$ cat src/rtl/fmeter_uart_rx.sv
// fmeter_uart_rx: 8N1 UART receiver and "DDDDDDDD\r\n" frame parser producing packed-BCD readings
module fmeter_uart_rx #(
   parameter int BAUDDIV   = 1735,
   parameter int IDLE_BITS = 12
) (
   input  logic        CLK100MHz,
   input  logic        RESETn,
   input  logic        RXD,
   output logic [31:0] FREQ_BCD,
   output logic        FREQ_VALID,
   output logic        FRAME_ERR,
   output logic        RX_ACT
);
   localparam int CW        = $clog2(BAUDDIV + 2);
   localparam int IDLE_CLKS = IDLE_BITS * (BAUDDIV + 1);
   localparam int IW        = $clog2(IDLE_CLKS + 1);
   typedef enum logic [1:0] {B_IDLE, B_START, B_DATA, B_STOP} bstate_t;
   typedef enum logic [1:0] {P_HUNT, P_DIG, P_CR, P_LF} pstate_t;
   logic          rxd_m, rxd_s;
   bstate_t       bstate, bstate_nx;
   logic [CW-1:0] cnt, cnt_nx;
   logic [2:0]    bitn, bitn_nx;
   logic [7:0]    shreg, shreg_nx;
   logic          byte_rdy, rdy_nx, stop_err, serr_nx, tc;
   pstate_t       pstate, pstate_nx;
   logic [2:0]    idx, idx_nx;
   logic [31:0]   dbuf, dbuf_nx;
   logic [IW-1:0] idle_cnt;
   logic          valid_nx, err_nx, is_lf, is_cr, is_dig, idle_hit;
   // synchroniser flops reset high so reset release never looks like a start bit
   always_ff @(posedge CLK100MHz or negedge RESETn)
      if (!RESETn) begin
         rxd_m <= 1'b1;
         rxd_s <= 1'b1;
      end else begin
         rxd_m <= RXD;
         rxd_s <= rxd_m;
      end
   assign tc     = cnt == '0;
   assign RX_ACT = bstate != B_IDLE;
   always_ff @(posedge CLK100MHz or negedge RESETn)
      if (!RESETn) begin
         bstate   <= B_IDLE;
         cnt      <= '0;
         bitn     <= '0;
         shreg    <= '0;
         byte_rdy <= 1'b0;
         stop_err <= 1'b0;
      end else begin
         bstate   <= bstate_nx;
         cnt      <= cnt_nx;
         bitn     <= bitn_nx;
         shreg    <= shreg_nx;
         byte_rdy <= rdy_nx;
         stop_err <= serr_nx;
      end
   always_comb begin
      bstate_nx = bstate;
      cnt_nx    = tc ? cnt : cnt - 1'b1;
      bitn_nx   = bitn;
      shreg_nx  = shreg;
      rdy_nx    = 1'b0;
      serr_nx   = 1'b0;
      case (bstate)
         B_IDLE:
            if (!rxd_s) begin
               bstate_nx = B_START;
               cnt_nx    = CW'(BAUDDIV / 2);
            end
         B_START:
            if (tc) begin
               bstate_nx = rxd_s ? B_IDLE : B_DATA;
               cnt_nx    = CW'(BAUDDIV);
               bitn_nx   = '0;
            end
         B_DATA:
            if (tc) begin
               shreg_nx  = {rxd_s, shreg[7:1]};
               bitn_nx   = bitn + 3'd1;
               cnt_nx    = CW'(BAUDDIV);
               bstate_nx = bitn == 3'd7 ? B_STOP : B_DATA;
            end
         B_STOP:
            if (tc) begin
               rdy_nx    = rxd_s;
               serr_nx   = !rxd_s;
               bstate_nx = B_IDLE;
            end
         default: bstate_nx = B_IDLE;
      endcase
   end
   assign is_lf    = shreg == 8'h0A;
   assign is_cr    = shreg == 8'h0D;
   assign is_dig   = shreg[7:4] == 4'h3 && shreg[3:0] <= 4'd9;
   assign idle_hit = idle_cnt == IW'(IDLE_CLKS);
   always_ff @(posedge CLK100MHz or negedge RESETn)
      if (!RESETn) begin
         pstate     <= P_HUNT;
         idx        <= '0;
         dbuf       <= '0;
         idle_cnt   <= '0;
         FREQ_BCD   <= '0;
         FREQ_VALID <= 1'b0;
         FRAME_ERR  <= 1'b0;
      end else begin
         pstate     <= pstate_nx;
         idx        <= idx_nx;
         dbuf       <= dbuf_nx;
         idle_cnt   <= (pstate != P_HUNT || !rxd_s) ? '0 : idle_hit ? idle_cnt : idle_cnt + 1'b1;
         FREQ_BCD   <= valid_nx ? dbuf : FREQ_BCD;
         FREQ_VALID <= valid_nx;
         FRAME_ERR  <= err_nx;
      end
   // a stray LF is itself a valid frame boundary, so errors on LF resync straight to DIG
   always_comb begin
      pstate_nx = pstate;
      idx_nx    = idx;
      dbuf_nx   = dbuf;
      valid_nx  = 1'b0;
      err_nx    = 1'b0;
      if (stop_err) begin
         err_nx    = 1'b1;
         pstate_nx = P_HUNT;
         idx_nx    = '0;
      end else if (byte_rdy) begin
         case (pstate)
            P_HUNT:
               if (is_lf) begin
                  pstate_nx = P_DIG;
                  idx_nx    = '0;
               end
            P_DIG:
               if (is_dig) begin
                  dbuf_nx   = {dbuf[27:0], shreg[3:0]};
                  idx_nx    = idx + 3'd1;
                  pstate_nx = idx == 3'd7 ? P_CR : P_DIG;
               end else begin
                  err_nx    = 1'b1;
                  pstate_nx = is_lf ? P_DIG : P_HUNT;
                  idx_nx    = '0;
               end
            P_CR:
               if (is_cr) pstate_nx = P_LF;
               else begin
                  err_nx    = 1'b1;
                  pstate_nx = is_lf ? P_DIG : P_HUNT;
                  idx_nx    = '0;
               end
            P_LF: begin
               idx_nx    = '0;
               valid_nx  = is_lf;
               err_nx    = !is_lf;
               pstate_nx = is_lf ? P_DIG : P_HUNT;
            end
            default: pstate_nx = P_HUNT;
         endcase
      end else if (pstate == P_HUNT && idle_hit) begin
         pstate_nx = P_DIG;
         idx_nx    = '0;
      end
   end
endmodule

$ cat config.mk
export PLATFORM = sky130hd
export DESIGN_NAME = fmeter_uart_rx
export DESIGN_NICKNAME = d
export VERILOG_FILES = /design/src/rtl/fmeter_uart_rx.sv
export SDC_FILE = /design/constraint.sdc
export NUM_CORES = 1
export LEC_CHECK = 0
export BUFFER_PORTS_ARGS = -buffer_cell sky130_fd_sc_hd__buf_2
export CORE_ASPECT_RATIO = 1.25
export CORE_MARGIN = 5
export CORE_UTILIZATION = 65
export DETAILED_ROUTE_END_ITERATION = 8
export HOLD_SLACK_MARGIN = 0.06
export PLACE_DENSITY = 0.82
export REMOVE_ABC_BUFFERS = 1
export SLEW_MARGIN = 25
export SYNTH_ARGS = -nofsm -noshare
export SYNTH_HDL_FRONTEND = slang
export SYNTH_SLANG_ARGS = --single-unit
$ cat constraint.sdc
create_clock -name CLK100MHz -period 6.1 [get_ports CLK100MHz]
set_input_delay 1.22 -clock CLK100MHz [delete_from_list [all_inputs] [get_ports CLK100MHz]]
set_output_delay 1.22 -clock CLK100MHz [all_outputs]
set_load 0.02 [all_outputs]
# Yosys cells after proc, flatten, opt, wreduce, memory -nomap -nowiden
# Index checks and enable logic that the tools add are counted.
[op_classes] addsub=4 magnitude_cmp=1 eq_ne=19 muxes=44 bitwise=1 reduce_logical=19
[ops] operator="$mux 11" n=3
[ops] operator="$mux 15" n=2
[ops] operator="$mux 2" n=12
[ops] operator="$mux 3" n=8
[ops] operator="$pmux 11 s2" n=1
[ops] operator="$eq 8x4->1 const B" n=2
[ops] operator="$pmux 2 s4" n=2
[ops] operator="$add 15x1->15 const B" n=1
[ops] operator="$eq 15x15->1 const B" n=1
[ops] operator="$mux 1" n=13
[ops] operator="$pmux 3 s4" n=1
[ops] operator="$logic_not 11->1" n=1
[ops] operator="$sub 11x1->11 const B" n=1
[ops] operator="$eq 2x2->1 const B" n=4
[ops] operator="$ne 2x2->1 const B" n=4
[ops] operator="$ne 4x4->1 const B" n=2
[ops] operator="$reduce_and 4->1" n=2
[ops] operator="$add 3x1->3 const B" n=2
[ops] operator="$eq 3x3->1 const B" n=2
[ops] operator="$pmux 3 s2" n=1
[ops] operator="$reduce_and 3->1" n=2
[ops] operator="$reduce_bool 2->1" n=3
[ops] operator="$eq 2x1->1 const B" n=2
[ops] operator="$eq 4x2->1 const B" n=1
[ops] operator="other kinds (11)" n=15
[totals] ff_bits=114 input_bits=3 output_inout_bits=35 wordCells=103

# Logic depth before layout (Yosys ltp)
# Gate-level depths: netlist (run 1).
[depth] depth_word=6 mapped_depth=10

# Least setup slack after synthesis (run 1)
# No wires, ideal clock.
[synth_path] kind="flip-flop to output port" startpoint="register bstate[0]" endpoint="output port RX_ACT" arrival_time_ns=0.894 path_slack_ns=3.986 path_stages_with_launch=4 n_path_buf=0 cell_sequence="dfrtp_1 inv_1 ha_1 inv_1"
[synth_between] elab_chain_cells=1
[synth_lines] element="start, declared" line_no="20" rtl="bstate_t bstate, bstate_nx;"
[synth_lines] element="start signal, assigned" line_no="50" rtl="bstate <= bstate_nx;"
[synth_lines] element="$reduce_bool 2->1" line_no="40" rtl="assign RX_ACT = bstate != B_IDLE;"
[synth_lines] element="end, declared" line_no="12" rtl="output logic RX_ACT"
# No other way between the ends.

# Worst setup path in the final report (run 1)
# Same ends and word-level chain as after synthesis.

==> impl_metrics.tcl, run 1 <==
set metrics [dict create \
    fillers 487 \
    powerDensity_mw_per_mm2 294.2 \
    yosys_warnings 0 \
    maxSlewViolCount 0 \
    crit_path_start_kind "register" \
    die_h_um 111.2 \
    fmax_mhz 344.4 \
    vias_per_cell 6.203 \
    comb_power_share 0.013 \
    slowest_delay_ns 0.42 \
    num_rows 37 \
    route.detailed.drc 0 \
    maxSlewHeadroom 0.4566 \
    hold_start "rxd_m$_DFF_PN1_" \
    grt_overflow 0 \
    cts.sinks 114 \
    cts_made_buffers 17 \
    antenna_left 0 \
    placed_cells 560 \
    hold_path_end "rxd_s$_DFF_PN1_" \
    grt_max_degree 68 \
    synth_seq_cells 114 \
    cp_num_buf_inv 3 \
    coreArea_sq_mm 0.008102 \
    via_count 3666 \
    cp-startpoint "bstate[0]$_DFFE_PN0P_" \
    hold_violations 0 \
    pre_cts_slack_ns 3.502 \
    grt_pass1_vias 3786 \
    slowest_stage "dfrtp_1" \
    synthArstFlopShare 1.000 \
    worst_slack_ns 3.197 \
    setup_viol 0 \
    cts_resized 0 \
    synth_cells 443 \
    seqPwrFrac 0.421 \
    cp_max_fo 6 \
    cts.hold.buffers_added 0 \
    layout_commonest_cell "dfrtp_1" \
    synthTopCellsByArea "dfrtp_1 53%, mux2_2 15%, ha_1 3.1%" \
    reg2reg_slack_ns 3.46 \
    syn-cell-area_sq_mm 0.005328 \
    firstDrtPassIters 5 \
    fin_worst_skew_ns 0.007458 \
    cts.clk_slew.worst_paths_ns 0.06 \
    crit_required_ns 4.88 \
    initial_core_util 0.6576 \
    post_cts_buffers 0 \
    htree_num_levels 4 \
    r2r_end "cnt[0]$_DFF_PN0_" \
    status "completed" \
    clock_power_share 0.566 \
    worstHoldPathType "register to register" \
    peakVddDrop_uv 230.9 \
    synth.top_cell.area_share 0.5261 \
    multiInputGateArea_sq_mm 0.002268 \
    insertion_delay_ns 0.51 \
    die-area_sq_mm 0.01012 \
    crit_chain "inv_1, ha_1, inv_1, buf_2" \
    fin_crit_ns 2.903 \
    grt_antenna_before_repair 0 \
    cts_tree "yes" \
    switching_share 0.2112 \
    cap_violations 0 \
    finalNonFillerCells 591 \
    ys_seq_area_frac 0.5359 \
    crit_top_cell "inv_1" \
    finalInstanceArea_sq_mm 0.006163 \
    post-dp-hpwl_um 6556 \
    cts_root_buf "clkbuf_8" \
    gp_congestion 0.8706 \
    final_cell_mix "112 x dfrtp_1, 69 x mux2_2, 36 x buf_2" \
    final_layout_size_suffix_gt1_frac 0.3077 \
    fin_crit_sh 0.4759 \
    fin_nets 498 \
    synthFlopType "dfrtp_1" \
    r2r_cells 6 \
    yosys.area.top_type "dfrtp_1" \
    regArea_sq_mm 0.002855 \
    crit_type "register to primary output" \
    cts_buffer_depth 2 \
    internal_power_w 0.001431 \
    portBuffers 37 \
    yosysUniqueCellTypes 60 \
    r2r_start "cnt[2]$_DFF_PN0_" \
    synth-edff-count 0 \
    grt_pass1_wl_um 18560 \
    die_width_um 90.98 \
    rsz0062_at_grt "false" \
    endpoint_kind "primary output" \
    tightest_slew_ns 0.8151 \
    holdPathStages 0 \
    drt-total-wl_um 10840 \
    tns_ns 0 \
    area_growth_pct 15.69 \
    io_pins 38 \
    placed_area_sq_mm 0.005545 \
    power_w 0.001814 \
    dr.first_iter.drc_count 221 \
    cp.arrival_ns 1.68 \
    path_delay_family "buffers and inverters" \
    syn_avg_cell_area_sq_um 12.03 \
    antenna_cells 0 \
    wl_per_cell_um 18.34 \
    switchingPower_w 0.0003830 \
    grtUsageTotal 0.2263 \
    leakage_nw 3.044 \
]
## cell usage after synthesis (2+ instances only)
library cell	number
dfrtp_1	112
mux2_2	69
nor2_1	28
inv_1	24
nand2_1	17
ha_1	13
a21oi_1	12
xnor2_1	11
clkbuf_1	10
nor3_1	10
nand3_1	9
o21ai_0	9
nor4_1	8
nand4_1	7
and3_1	5
nand3b_1	5
o31ai_1	5
or3_1	5
and4_1	4
buf_2	4
nand2b_1	4
nor2b_1	4
o211ai_1	4
a211o_1	3
a21o_1	3
a31oi_1	3
buf_4	3
buf_6	3
mux2_1	3
nor3b_1	3
xor2_1	3
and2_1	2
dfstp_2	2
nor4_2	2
nor4_4	2
nor4b_1	2
o2111ai_1	2
o311a_1	2
o311ai_0	2
or2_2	2
or4b_1	2
or4b_2	2
## worst register-to-register path: stages, from the launching register on
cell and delay, ns:
dfrtp_1 0.43, nor4_2 0.54, and3_1 0.58, inv_1 0.37, ha_1 0.39, o22ai_1 0.12
a21oi_1 0.08
## how the worst max path moves through the flow
| stage | to | cells past startpoint |
|---|---|---|
| 2_1_floorplan | FREQ_BCD[0]$_DFFE_PN0P_ | 3 |
| 3_3_place_gp | idle_cnt[14]$_DFFE_PN0P_ | 2 |
| 3_5_place_dp | cnt[0]$_DFF_PN0_ | 6 |
| 4_1_cts | RX_ACT | 4 |
| 5_1_grt | RX_ACT | 4 |
| 6_report | RX_ACT | 4 |
## registers in the layout, indices dropped and copies added (netlist names), named ones only
register	count
rxd_m	1
pstate	2
idle_cnt	15
FREQ_VALID	1
shreg	8
bstate	1
bitn	3
idx	3
stop_err	1
dbuf	32
byte_rdy	1
FREQ_BCD	32
FRAME_ERR	1
cnt	11
rxd_s	1
## metrics by stage
stage            util  hold slack (ns)
6_report       0.7608           0.3562
2_1_floorplan       -           0.3452
4_1_cts        0.7608           0.3585
5_1_grt        0.7608           0.3639
3_5_place_dp   0.6845           0.3488
3_3_place_gp   0.6845           0.3480
## logic make-up after synthesis
logic type                 count (synthesis)  share of synthesized area
muxes                                     72                     0.1522
and+or+nand+nor                          128                     0.1428
adders and majority gates                 13                    0.03053
xor gates and xnor gates                  14                    0.02302
DFF                                      114                     0.5359
buffers and inverters                     44                    0.03828
AOI/OAI and AO/OA                         58                    0.07727
## power groups by stage
stage / clock network (W) / logic, W / registers, W
after floorplan: 0 / 0.00000697 / 0.000775
after global placement: 0 / 0.0000236 / 0.000776
after detailed placement: 0 / 0.0000244 / 0.000776
after CTS: 0.00104 / 0.0000249 / 0.000763
after global routing: 0.00109 / 0.0000285 / 0.000763
final: 0.00103 / 0.0000237 / 0.000763
## area by class of cell
class                      instances  area share
clock buffer                      17     0.06719
inverter                          24     0.01462
sequential                       114      0.4633
tap                               97     0.01969
multi-input combinational        285      0.3680
timing repair buffer              40     0.03410
clock inverter                    14     0.03309
## per-layer routing
layer / wire, um / GRT usage / up-vias
met5: 0 / 0 / -
met4: 274 / 0.07730 / 0
met2: 5713 / 0.3831 / 113
met3: 480 / 0.05092 / 32
met1: 4367 / 0.2845 / 1831
li1: - / - / 1690
No activity file was read; power rests on OpenSTA's default activity.
==> run 2: changes to the inputs <==
CORE_UTILIZATION = 54   (was 65)
PLACE_DENSITY = 0.72   (was 0.82)
clock period = 2.6 ns   (was 6.1 ns; I/O delays follow)
==> impl_metrics.tcl, run 2 (synthesis results as in run 1) <==
set metrics [dict create \
    switching_share 0.2019 \
    cts.sinks 114 \
    grtUsageTotal 0.1788 \
    cts_resized 0 \
    final_layout_size_suffix_gt1_frac 0.3141 \
    post-dp-hpwl_um 6743 \
    dr.first_iter.drc_count 270 \
    powerDensity_mw_per_mm2 653.9 \
    cp_max_fo 22 \
    fin_crit_sh 0.8721 \
    cp_num_buf_inv 1 \
    portBuffers 37 \
    cts_buffer_depth 2 \
    leakage_nw 3.079 \
    cts_tree "yes" \
    setup_viol 0 \
    die_width_um 98.84 \
    placed_cells 597 \
    insertion_delay_ns 0.41 \
    grt_overflow 0 \
    vias_per_cell 5.666 \
    htree_num_levels 4 \
    fin_crit_ns 2.267 \
    path_delay_family "simple AND/OR/NAND/NOR gates" \
    final_cell_mix "112 x dfrtp_1, 69 x mux2_2, 36 x buf_2" \
    finalNonFillerCells 629 \
    via_count 3564 \
    endpoint_kind "register" \
    crit_chain "or4b_1, nor4_4, buf_4, mux2_2" \
    placed_area_sq_mm 0.005654 \
    antenna_left 0 \
    coreArea_sq_mm 0.009659 \
    fin_nets 506 \
    tightest_slew_ns 0.5145 \
    cts_made_buffers 17 \
    cts_root_buf "clkbuf_16" \
    post_cts_buffers 0 \
    clock_power_share 0.545 \
    antenna_cells 0 \
    fmax_mhz 441.0 \
    internal_power_w 0.003250 \
    cp.arrival_ns 2.56 \
    switchingPower_w 0.0008221 \
    crit_required_ns 2.89 \
    hold_violations 0 \
    grt_pass1_vias 3588 \
    fin_worst_skew_ns 0.01185 \
    final_util 0.6447 \
    seqPwrFrac 0.440 \
    area_growth_pct 16.89 \
    crit_type "register to register" \
    slowest_stage "or4b_1" \
    slowest_delay_ns 0.68 \
    cts.hold.buffers_added 0 \
    grt_antenna_before_repair 0 \
    num_rows 40 \
    top_regs "FREQ_BCD: 32 flops, dbuf: 32 flops, idle_cnt: 15 flops" \
    maxSlewViolCount 0 \
    die-area_sq_mm 0.01196 \
    cts.clk_slew.worst_paths_ns 0.05 \
    route.detailed.drc 0 \
    die_h_um 121.1 \
    io_pins 38 \
    layout_commonest_cell "dfrtp_1" \
    finalInstanceArea_sq_mm 0.006227 \
    firstDrtPassIters 4 \
    comb_power_share 0.015 \
    initial_core_util 0.5516 \
    peakVddDrop_uv 444.3 \
    drt-total-wl_um 9914 \
    grt_max_degree 39 \
    wl_per_cell_um 15.76 \
    maxSlewHeadroom 0.6570 \
    cap_violations 0 \
    gp_congestion 0.8921 \
    status "completed" \
    grt_pass1_wl_um 17060 \
    worstHoldPathType "input port to asynchronous set/reset pin" \
    crit_path_start_kind "register" \
    rsz0062_at_grt "false" \
]
## run 2: path summary, 6_finish.rpt
| path | to | slack [ns] | cells after the start | start |
|---|---|---|---|---|
| max | FREQ_BCD[29]$_DFFE_PN0P_ | 0.33 | 4 | shreg[0]$_DFFE_PN0P_ |
| min | dbuf[21]$_DFFE_PN0P_ | 0.08 | 1 | RESETn |
| max reg2reg | FREQ_BCD[29]$_DFFE_PN0P_ | 0.33 | 4 | shreg[0]$_DFFE_PN0P_ |
| min reg2reg | rxd_s$_DFF_PN1_ | 0.35 | 0 | rxd_m$_DFF_PN1_ |
| max in group asynchronous | dbuf[28]$_DFFE_PN0P_ | 1.79 | 2 | RESETn |
| min in group CLK100MHz | rxd_m$_DFF_PN1_ | 0.22 | 1 | RXD |
## run 2: metal layers
layer  part of all wire  global-route usage  up-vias
li1                   -                   -     1700
met1               0.43              0.2168     1780
met2               0.51              0.2966       69
met3              0.038             0.04888       15
met4              0.015             0.08027        0
met5                  0                   0        -
## run 2: worst register-to-register path, delay by kind of cell (launching register included)
family | cells | cell delay (ns)
multiplexers | 1 | 0.39
buffers and inverters | 1 | 0.34
AND/OR/NAND/NOR | 2 | 1.01
flip-flops | 1 | 0.42
## run 2: through the flow
stage          hold WS [ns]  setup TNS [ns]  setup slack, ns  total power, W
2_1_floorplan        0.2244          -5.102          -0.1630        0.001836
3_3_place_gp         0.3458               0           0.3994        0.001883
3_5_place_dp         0.3473               0           0.3613        0.001886
4_1_cts             0.08840               0           0.3204        0.004122
5_1_grt              0.1140               0           0.1965        0.004222
6_report            0.08267               0           0.3326        0.004072
## run 2: area by class of cell
type	instances	area [sq um]
Fill cell	722	3432
Sequential cell	114	2855
Clock inverter	10	108.9
Multi-Input combinational cell	285	2268
Timing Repair Buffer	48	282.8
Inverter	24	90.09
Tap cell	126	157.7
Clock buffer	22	464.2
## run 2: power by group through the flow
| stage | sequential, W | combinational, W | clock (W) |
|---|---|---|---|
| floorplan | 0.00182 | 0.0000164 | 0 |
| global placement | 0.00182 | 0.0000625 | 0 |
| detailed placement | 0.00182 | 0.0000644 | 0 |
| CTS | 0.00179 | 0.0000644 | 0.00227 |
| global route | 0.00179 | 0.0000732 | 0.00236 |
| finish | 0.00179 | 0.0000607 | 0.00222 |
==> run 3: changes to the inputs <==
ABC_AREA = 1   (was default)
==> impl_metrics.tcl, run 3 <==
set metrics [dict create \
    leakage_nw 3.199 \
    cts.clk_slew.worst_paths_ns 0.05 \
    antenna_cells 0 \
    post_cts_buffers 0 \
    crit_path_start_kind "register" \
    tns_ns 0 \
    cp_num_buf_inv 3 \
    grt_pass1_vias 4173 \
    slowest_stage "dfrtp_1" \
    synthTopCellsByCount "171 x nand2_1, 112 x dfrtp_1, 71 x inv_1" \
    cts.sinks 114 \
    maxSlewViolCount 0 \
    synth_seq_cells 114 \
    via_count 4160 \
    gp_congestion 0.9156 \
    cp.arrival_ns 1.45 \
    cts_tree "yes" \
    antenna_left 0 \
    fmax_mhz 508.0 \
    synthTopCellsByArea "dfrtp_1 52%, nand2_1 12%, inv_1 5.0%" \
    fin_nets 683 \
    die-area_sq_mm 0.01205 \
    ys_seq_area_frac 0.5317 \
    cts_root_buf "clkbuf_16" \
    io_pins 38 \
    status "completed" \
    crit_chain "inv_1, ha_1, inv_1, buf_2" \
    yosysUniqueCellTypes 36 \
    placed_cells 773 \
    fin_crit_sh 0.7572 \
    cts.hold.buffers_added 1 \
    peakVddDrop_uv 552.7 \
    hold_violations 0 \
    num_rows 40 \
    finalInstanceArea_sq_mm 0.006215 \
    dr.first_iter.drc_count 179 \
    synthFlopType "dfrtp_1" \
    layout_commonest_cell "nand2_1" \
    rsz0062_at_grt "false" \
    portBuffers 37 \
    muxShareOfSynthArea 0 \
    synth.top_cell.area_share 0.5219 \
    power_w 0.004075 \
    vias_per_cell 5.168 \
    cts_made_buffers 17 \
    crit_type "register to primary output" \
    grt_pass1_wl_um 18510 \
    firstDrtPassIters 7 \
    synth_fa_ha_area_frac 0.03029 \
    route.detailed.drc 0 \
    wl_per_cell_um 12.78 \
    drt-total-wl_um 10290 \
    synthArstFlopShare 1.000 \
    final_cell_mix "171 x nand2_1, 112 x dfrtp_1, 71 x inv_1" \
    fin_worst_skew_ns 0.009433 \
    area_growth_pct 15.73 \
    synth_compound_area_frac 0.09576 \
    synth-simple-area-share 0.2575 \
    crit_required_ns 2.08 \
    crit_top_cell "inv_1" \
    worstHoldPathType "input port to register" \
    syn_avg_cell_area_sq_um 8.648 \
    syn-cell-area_sq_mm 0.005370 \
    maxSlewHeadroom 0.6316 \
    grt_max_degree 66 \
    die_width_um 99.20 \
    slowest_delay_ns 0.45 \
    grt_antenna_before_repair 0 \
    tightest_slew_ns 0.5525 \
    placed_area_sq_mm 0.005625 \
    insertion_delay_ns 0.41 \
    synth_most_common_cell "nand2_1" \
    path_delay_family "flip-flops" \
    cp_max_fo 6 \
    grtUsageTotal 0.1901 \
    synth_xor_xnor_area_share 0.004893 \
    final_layout_size_suffix_gt1_frac 0.1546 \
    yosys.area.top_type "dfrtp_1" \
    coreArea_sq_mm 0.009659 \
    fillers 796 \
    multiInputGateArea_sq_mm 0.002086 \
    fin_crit_ns 1.969 \
    die_h_um 121.5 \
    setup_viol 0 \
    initial_core_util 0.5560 \
    cts_resized 0 \
    regArea_sq_mm 0.002855 \
    powerDensity_mw_per_mm2 655.8 \
    top_regs "FREQ_BCD: 32 flops, dbuf: 32 flops, idle_cnt: 15 flops" \
    synth_cells 621 \
    finalNonFillerCells 805 \
    yosys_warnings 0 \
    htree_num_levels 4 \
    post-dp-hpwl_um 7077 \
    cts_buffer_depth 2 \
    endpoint_kind "primary output" \
    cap_violations 0 \
    grt_overflow 0 \
    synth_top_family_by_area "simple AND/OR/NAND/NOR gates" \
    synth-edff-count 0 \
]
[run 3: changes by cell type after synthesis, sizes merged, moves of 8 or more]
| cell | delta |
|---|---|
| o21ai | +55 |
| nor2 | +33 |
| nand3 | +32 |
| nand2 | +158 |
| inv | +53 |
| clkbuf | -8 |
| a21oi | +17 |
| mux2 | -72 |
| xnor2 | -11 |
| nor4 | -10 |
[run 3: path summary, 6_finish.rpt]
kind,from,endpoint,slack [ns],cells past startpoint
max,bstate[0]$_DFFE_PN0P_,RX_ACT,0.63,4
min,RXD,rxd_m$_DFF_PN1_,0.21,1
max reg2reg,cnt[0]$_DFF_PN0_,cnt[0]$_DFF_PN0_,0.81,7
min reg2reg,rxd_m$_DFF_PN1_,rxd_s$_DFF_PN1_,0.36,0
max in group asynchronous,RESETn,rxd_m$_DFF_PN1_,1.38,3
min in group asynchronous,RESETn,dbuf[25]$_DFFE_PN0P_,0.58,2
[run 3: cell type report]
type	count	area share
flip-flops and latches	114	0.4594
inverters	77	0.04651
multi-input cells	414	0.3356
clock buffers	21	0.07570
clock inverters	10	0.01752
well taps	126	0.02537
repair buffers	43	0.03986
[run 3: cell families (layout without fill, tap and decap cells)]
| family | Yosys count | in the layout |
|---|---|---|
| flip-flops | 114 | 114 |
| buffers and inverters | 93 | 151 |
| adder cells (fa/ha/maj) | 13 | 13 |
| AND/OR/NAND/NOR | 301 | 301 |
| XOR/XNOR | 3 | 3 |
| AO/OA/AOI/OAI | 97 | 97 |
[run 3: stage by stage]
stage | utilization | setup WS (ns) | hold slack (ns)
floorplan | - | 0.6712 | 0.2244
global placement | 0.5824 | 0.8635 | 0.3466
detailed placement | 0.5824 | 0.8506 | 0.3496
CTS | 0.6434 | 0.6052 | 0.1959
global route | 0.6434 | 0.5065 | 0.1925
finish | 0.6434 | 0.6314 | 0.2150
[run 3: routing by layer]
metal,global-route usage,vias to the layer above,part of all wire
li1,-,2076,-
met1,0.2281,1971,0.43
met2,0.3265,98,0.51
met3,0.06153,15,0.049
met4,0.05380,0,0.011
met5,0,-,0
[run 3: power by group]
group / switching [W] / leakage [nW] / internal [W]
registers: 0.00000647 / 1.55 / 0.00178
clock network: 0.000754 / 0.284 / 0.00147
logic: 0.0000465 / 1.37 / 0.0000150
total: 0.000807 / 3.20 / 0.00327
